### src/rtl/ovr_argmax_classifier.sv
// ovr_argmax_classifier
// Final stage after the per-class one-vs-all inner-product units. Takes one
// signed hidden score per beat, in class-index order, and tracks the running
// maximum. It then presents the winning class, its score, a positive flag
// (score >= 0, i.e. sigmoid >= 0.5) and a frame-length error flag on a
// valid/ready output.
//
//  state   | meaning
//  --------+-----------------------------------------------------------------
//  ST_ACC  | accepting score beats; in_ready=1; beat_cnt = beats taken so far
//  ST_OUT  | result held on outputs with out_valid=1 until out_ready
//
// A frame closes on the beat carrying in_last, or on the NUM_CLASSES-th beat,
// whichever comes first. Any disagreement between those two events flags
// out_error. If the frame closes on count alone, the next beat opens a new
// frame.

module ovr_argmax_classifier #(
  parameter int NUM_CLASSES = 10,
  parameter int SCORE_W     = 32,
  parameter int IDX_W       = 4
) (
  input  logic               clk,
  input  logic               rst,
  input  logic               in_valid,
  output logic               in_ready,
  input  logic [SCORE_W-1:0] in_score,
  input  logic               in_last,
  output logic               out_valid,
  input  logic               out_ready,
  output logic [IDX_W-1:0]   out_class,
  output logic [SCORE_W-1:0] out_score,
  output logic               out_positive,
  output logic               out_error
);

  typedef enum logic [0:0] {
    ST_ACC = 1'b0,
    ST_OUT = 1'b1
  } state_t;

  localparam logic [IDX_W-1:0] LAST_BEAT = IDX_W'(NUM_CLASSES - 1);

  state_t             state_q,      state_d;
  logic [IDX_W-1:0]   beat_cnt_q,   beat_cnt_d;
  logic [SCORE_W-1:0] max_score_q,  max_score_d;
  logic [IDX_W-1:0]   max_idx_q,    max_idx_d;
  logic               out_valid_q,  out_valid_d;
  logic [IDX_W-1:0]   out_class_q,  out_class_d;
  logic [SCORE_W-1:0] out_score_q,  out_score_d;
  logic               out_pos_q,    out_pos_d;
  logic               out_err_q,    out_err_d;

  logic               beat_acc;
  logic               first_beat;
  logic               count_full;
  logic               frame_end;
  logic               take_new;
  logic [SCORE_W-1:0] cand_score;
  logic [IDX_W-1:0]   cand_idx;

  // Beat-level decode: acceptance, frame close and the updated running max
  always_comb begin
    beat_acc   = in_valid && (state_q == ST_ACC);
    first_beat = (beat_cnt_q == '0);
    count_full = (beat_cnt_q == LAST_BEAT);
    frame_end  = beat_acc && (in_last || count_full);
    // Strict greater-than so that ties keep the earlier (lower) index
    take_new   = first_beat || ($signed(in_score) > $signed(max_score_q));
    cand_score = take_new ? in_score   : max_score_q;
    cand_idx   = take_new ? beat_cnt_q : max_idx_q;
  end

  // Next-state and next-output computation for the accept/present FSM
  always_comb begin
    state_d     = state_q;
    beat_cnt_d  = beat_cnt_q;
    max_score_d = max_score_q;
    max_idx_d   = max_idx_q;
    out_valid_d = out_valid_q;
    out_class_d = out_class_q;
    out_score_d = out_score_q;
    out_pos_d   = out_pos_q;
    out_err_d   = out_err_q;

    case (state_q)
      ST_ACC: begin
        if (beat_acc) begin
          max_score_d = cand_score;
          max_idx_d   = cand_idx;
          if (frame_end) begin
            state_d     = ST_OUT;
            beat_cnt_d  = '0;
            out_valid_d = 1'b1;
            out_class_d = cand_idx;
            out_score_d = cand_score;
            out_pos_d   = ~cand_score[SCORE_W-1];
            // Clean only when in_last lands exactly on the final class
            out_err_d   = (in_last != count_full);
          end else begin
            beat_cnt_d = beat_cnt_q + IDX_W'(1);
          end
        end
      end
      ST_OUT: begin
        if (out_ready) begin
          state_d     = ST_ACC;
          beat_cnt_d  = '0;
          out_valid_d = 1'b0;
        end
      end
      default: begin
        state_d     = ST_ACC;
        beat_cnt_d  = '0;
        out_valid_d = 1'b0;
      end
    endcase
  end

  // State and result registers; reset discards any partial frame
  always_ff @(posedge clk) begin
    if (rst) begin
      state_q     <= ST_ACC;
      beat_cnt_q  <= '0;
      max_score_q <= '0;
      max_idx_q   <= '0;
      out_valid_q <= 1'b0;
      out_class_q <= '0;
      out_score_q <= '0;
      out_pos_q   <= 1'b0;
      out_err_q   <= 1'b0;
    end else begin
      state_q     <= state_d;
      beat_cnt_q  <= beat_cnt_d;
      max_score_q <= max_score_d;
      max_idx_q   <= max_idx_d;
      out_valid_q <= out_valid_d;
      out_class_q <= out_class_d;
      out_score_q <= out_score_d;
      out_pos_q   <= out_pos_d;
      out_err_q   <= out_err_d;
    end
  end

  assign in_ready     = (state_q == ST_ACC);
  assign out_valid    = out_valid_q;
  assign out_class    = out_class_q;
  assign out_score    = out_score_q;
  assign out_positive = out_pos_q;
  assign out_error    = out_err_q;

endmodule

### config.mk
export PLATFORM = sky130hd
export DESIGN_NAME = ovr_argmax_classifier
export DESIGN_NICKNAME = d
export VERILOG_FILES = /design/src/rtl/ovr_argmax_classifier.sv
export SDC_FILE = /design/constraint.sdc
export NUM_CORES = 1
export LEC_CHECK = 0
export CORE_UTILIZATION = 45
export DETAILED_ROUTE_END_ITERATION = 6
export GPL_TIMING_DRIVEN = 0
export PLACE_DENSITY = 0.81
export SLEW_MARGIN = 25
export SYNTH_ARGS = -nofsm -noshare
export SYNTH_HDL_FRONTEND = slang
export SYNTH_SLANG_ARGS = --single-unit
export TNS_END_PERCENT = 100
### constraint.sdc
create_clock -name clk -period 3.05 [get_ports clk]
set_input_delay 0.61 -clock clk [delete_from_list [all_inputs] [get_ports clk]]
set_output_delay 0.61 -clock clk [all_outputs]
set_load 0.1 [all_outputs]
* Word-level counts from Yosys, hierarchy flattened
Cells that the tools add are included. W data, S select, Z words.
Operators by class: mux-type cells 14, $lt $le $gt $ge 1, bitwise operators 2, add/sub/neg operators 1, reductions and logical operators 9, equality and inequality tests 5
Operator list (number):
- $gt A32 B32 Y1 | 1
- $mux W32 | 1
- $mux W4 | 4
- $pmux W4 S2 | 1
- $mux W1 | 6
- $reduce_and A3 Y1 | 2
- $add A4 B1 Y4 const B | 1
- $eq A4 B4 Y1 const B | 1
- $logic_not A4 Y1 | 1
- $ne A2 B1 Y1 const B | 2
- $pmux W1 S2 | 2
- $reduce_and A2 Y1 | 2
- $logic_and A1 B1 Y1 | 2
- $logic_or A1 B1 Y1 | 2
- $ne A2 B2 Y1 const B | 1
- $not A1 Y1 | 2
- $ne A1 B1 Y1 | 1
Word-level totals: input bits 37, register bits 80

* Logic depth before layout (Yosys ltp)
depth after elaboration 6, gate-level depth with buffers 11

* Least setup slack after synthesis
OpenSTA, ideal clock, no wires.
path kind input to register, start point input in_score[10], end point register out_score_q[10] (netlist: out_score[10]), setup time 0.131 ns, arrival time 2.442 ns, required time 2.919 ns, cell stages on the path 10, setup slack 0.478 ns, cell sequence ha_1 -> a21oi_1 -> nand2_1 -> a221oi_2 -> nor3b_2 -> or3b_1 -> buf_6 -> a21oi_4 -> buf_6 -> a211oi_2
On the way: cells in the longest elaborated chain, start to end 3
Ends and longest elaborated chain:
- start: declaration | RTL line 27 | input logic [SCORE_W-1:0] in_score,
- $gt A32 B32 Y1 | RTL line 69 | take_new = first_beat || ($signed(in_score) > $signed(max_score_q));
- $logic_or A1 B1 Y1 | RTL line 69
- $mux W32 (*) | RTL line 70 | cand_score = take_new ? in_score : max_score_q;
- end signal: assignment | RTL line 139 | out_score_q <= out_score_d;
- end: declaration | RTL line 50 | logic [SCORE_W-1:0] out_score_q, out_score_d;
Every way passes the cells marked *; elsewhere a longest branch is shown, timed or not. A chain may end at the register's enable or synchronous reset.

* Final worst setup path
start point input in_score[10], end point register out_score_q[3] (netlist: out_score[3])
On the way: cells in the longest elaborated chain, start to end 3
Ends and longest elaborated chain (RTL line):
- $gt A32 B32 Y1 | 69
- $logic_or A1 B1 Y1 | 69
- $mux W32 | 70
Every way passes these cells.

==> impl_results.md <==
- CP arrival: 3.23 ns
- Mean post-synth cell area: 8.881 µm²
- Io pins: 77
- Worst-margin pin slew: 0.9779 ns
- Top-count cell post-synth: dfxtp_1
- Worst hold path class: flip-flop to flip-flop
- Number of placed instances, taps included: 752
- Final core utilization: 58.79%
- GR Util met2: 40.32%
- Area of placed instances: 5725 µm²
- Ys async rst share: 0%
- Clk Latency, worst-skew pair: 0.36 ns
- P&R area growth vs syn: 26.33%
- Port bufs: 75
- Reg2reg end: out_score[3]$_SDFFE_PP0P_
- Fin. max-slew vios: 0
- Clock share of power: 30.3%
- CTS tree: yes
- YS warnings: 0
- CTS Root Cell: clkbuf_8
- Largest net degree at the start of global routing: 14
- Final instance area: 6070 µm²
- CTS sink count: 80
- Antenna cells: 0
- Gate Count Post-Synth: 541
- Syn Nets: 614
- Worst EP required: 3.28 ns
- Startpoint class of the critical path: primary input
- Met1 Track Usage GR: 30.41%
- First-pass GRT wire length: 21050 µm
- Post-synth top area share: 33.33%
- Sw Share: 34.73%
- Combinational share of power: 29.5%
- # hold bufs at CTS: 0
- Total GRT Usage: 23.90%
- Starting Density: 46.54%
- CTS H-tree depth: 3
- Global-route met3 utilization: 4.205%
- Vias in the first global route: 4271
- Synthesized flop and latch total: 80
- Worst slew margin: 34.60%
- Clock Skews: 0.01271 ns
- Nature of the critical path endpoint: flip-flop
- Max Freq: 333.0 MHz
- Fin. Hold Viols: 0
- Hpwl dp: 9224 µm
- Reg2reg start: max_score_q[1]$_SDFFE_PP0P_
- Mapped cell area: 4805 µm²
- Status: finished, final reports clean
- Antenna-violating nets left: 0
- Period minus WS final: 3.003 ns
- Initial antenna violation count: 0
- Critical Path End: out_score[3]$_SDFFE_PP0P_
- CTS clock-pin slew for the worst setup and hold paths: 0.08 ns
- Worst-case reg-to-reg path depth: 12
- Final setup fails: 0
- P_sw: 1.007 mW
- Hold_ws: 0.4785 ns
- Pwr Density: 477.5 nW/µm²
- Iter 0 DRT Violations: 204
- Worst Setup SP: in_score[10]
- Vias post-DR: 4334
- Max-cap violations: 0
- Remaining Overflow, GRT: 0
- DRT Wirelength: 12780 µm
- Most used DFF post-synth: dfxtp_1
- Initial DRT Pass Iterations: 5
- Register area share after synthesis: 33.33%
- List of most frequent post-synthesis cells: dfxtp_1 (80), nand2b_1 (73), nor2_1 (42)
- Number of flops mapped to enable cells by yosys: 0
- Distinct cells, synth: 45
- Final cycle utilization of the critical path: 98.47%
- Row cnt: 37
- Nets: 708
- DRC: 0
- Wire length per cell: 16.49 µm
- Multi-input gate area: 2859 µm²
- Max VDD drop: 0.2763 mV
- Area contributors post-synth: dfxtp_1 (33%), nand2b_1 (9.5%), ha_1 (9.4%)
- Layout cells sized above 1: 10.17%
- Routability cong.: 0.8831
- Layout fillers: 898
- TritonCTS Buffers: 9
- Most used routing layer: met2
- Internal power: 1.892 mW
- Crit path kind: primary input to flip-flop
- R2r setup slk: 0.32 ns
- Worst-case clock buffer depth: 2
- Leakage: 2.435 nW
- CP Max Fanout: 10
- Sequential Power Share: 40.2%
- Vias per inst: 5.592
- Area leader, netlist: dfxtp_1
- Die width: 105.3 µm
- Sequential Area: 1602 µm²
- Non-filler instance count after layout: 775
- DIE AREA: 11090 µm²
- Die H: 105.3 µm
- Core Area: 10320 µm²
worst max-delay path, cell delays in order:
cell             delay (ns)
clkdlybuf4s50_1        0.47
ha_1                   0.36
a21oi_1                0.18
nand2_1                0.11
a221oi_4               0.32
nor3b_4                0.09
or3b_1                 0.41
buf_6                  0.15
a21oi_4                0.13
buf_4                  0.17
buf_8                  0.16
a211oi_2               0.07
cell usage in the layout (no fill, tap or decap), types with 10 or more instances in the layout:
master / synthesis / layout
a211oi_2: 10 / 10
a211oi_1: 23 / 23
dfxtp_1: 80 / 80
clkbuf_8: 0 / 10
nor4_1: 35 / 33
nor2_1: 42 / 42
inv_1: 38 / 38
mux2i_1: 34 / 34
o21bai_1: 34 / 34
buf_4: 6 / 13
ha_1: 36 / 35
nand2_1: 13 / 13
a21oi_1: 20 / 19
clkbuf_1: 25 / 25
clkdlybuf4s50_1: 0 / 74
nand2b_1: 73 / 73
logic make-up (layout without fill, tap and decap cells):
kind of cell | count (synthesis) | after routing | share of synthesized area (%)
AND/OR/NAND/NOR | 198 | 198 | 23.80
AO/OA/AOI/OAI | 114 | 114 | 17.97
buffers and inverters | 79 | 177 | 8.438
flip-flops | 80 | 80 | 33.33
multiplexers | 34 | 34 | 7.083
adder cells (fa/ha/maj) | 36 | 36 | 9.375
power groups by stage:
stage	registers (mW)	logic, mW	clock network [mW]
after global routing	1.17	0.914	0.933
after floorplan	1.44	0.345	0
final	1.16	0.856	0.877
after global placement	1.18	0.811	0
after CTS	1.16	0.836	0.888
after detailed placement	1.19	0.828	0
stage by stage:
step	power (mW)	setup TNS, ns	setup WS [ns]
6_report	2.898	0	0.04673
5_1_grt	3.022	-0.3650	-0.03077
4_1_cts	2.887	0	0.01939
3_5_place_dp	2.016	-23.37	-0.4202
3_3_place_gp	1.996	-19.41	-0.3668
2_1_floorplan	1.783	0	0.4778
flip-flops by register name, summed over array words and instances, names as in the netlist:
register / count
max_idx_q: 4
out_valid: 1
state_q: 1
out_error: 1
out_positive: 1
max_score_q: 32
beat_cnt_q: 4
out_class: 4
out_score: 32
final cells by class:
class                   instances  share of cell area, %
plain buffers                  41                  4.391
clock buffers                  10                  2.268
clock inverters                 5                  1.340
inverters                      38                  2.350
multi-input cells             382                  47.10
flip-flops and latches         80                  26.39
well taps                     136                  2.804
repair buffers                 83                  13.36
per-layer routing:
| metal | part of all wire (%) | wire, µm |
|---|---|---|
| met1 | 44 | 5663 |
| met2 | 48 | 6140 |
| met3 | 6.0 | 770 |
| met4 | 1.6 | 209 |
| met5 | 0 | 0 |
timing repair:
action,in CTS,in global routing
resized for setup,1,10
buffers inserted,3,4
pin swaps,1,5
cloned,0,1
endpoints found under the setup margin,22,63
how the worst min path moves through the flow:
stage,to,startpoint,cells after the start
after floorplan,max_idx_q[0]$_SDFFE_PP0P_,max_idx_q[0]$_SDFFE_PP0P_,2
after global routing,out_error$_SDFFE_PP0P_,out_error$_SDFFE_PP0P_,2
after CTS,out_error$_SDFFE_PP0P_,out_error$_SDFFE_PP0P_,2
final,out_error$_SDFFE_PP0P_,out_error$_SDFFE_PP0P_,2
after global placement,out_valid$_SDFFE_PP0P_,out_valid$_SDFFE_PP0P_,2
after detailed placement,out_error$_SDFFE_PP0P_,out_error$_SDFFE_PP0P_,2
No activity file was read; power rests on OpenSTA's default activity.
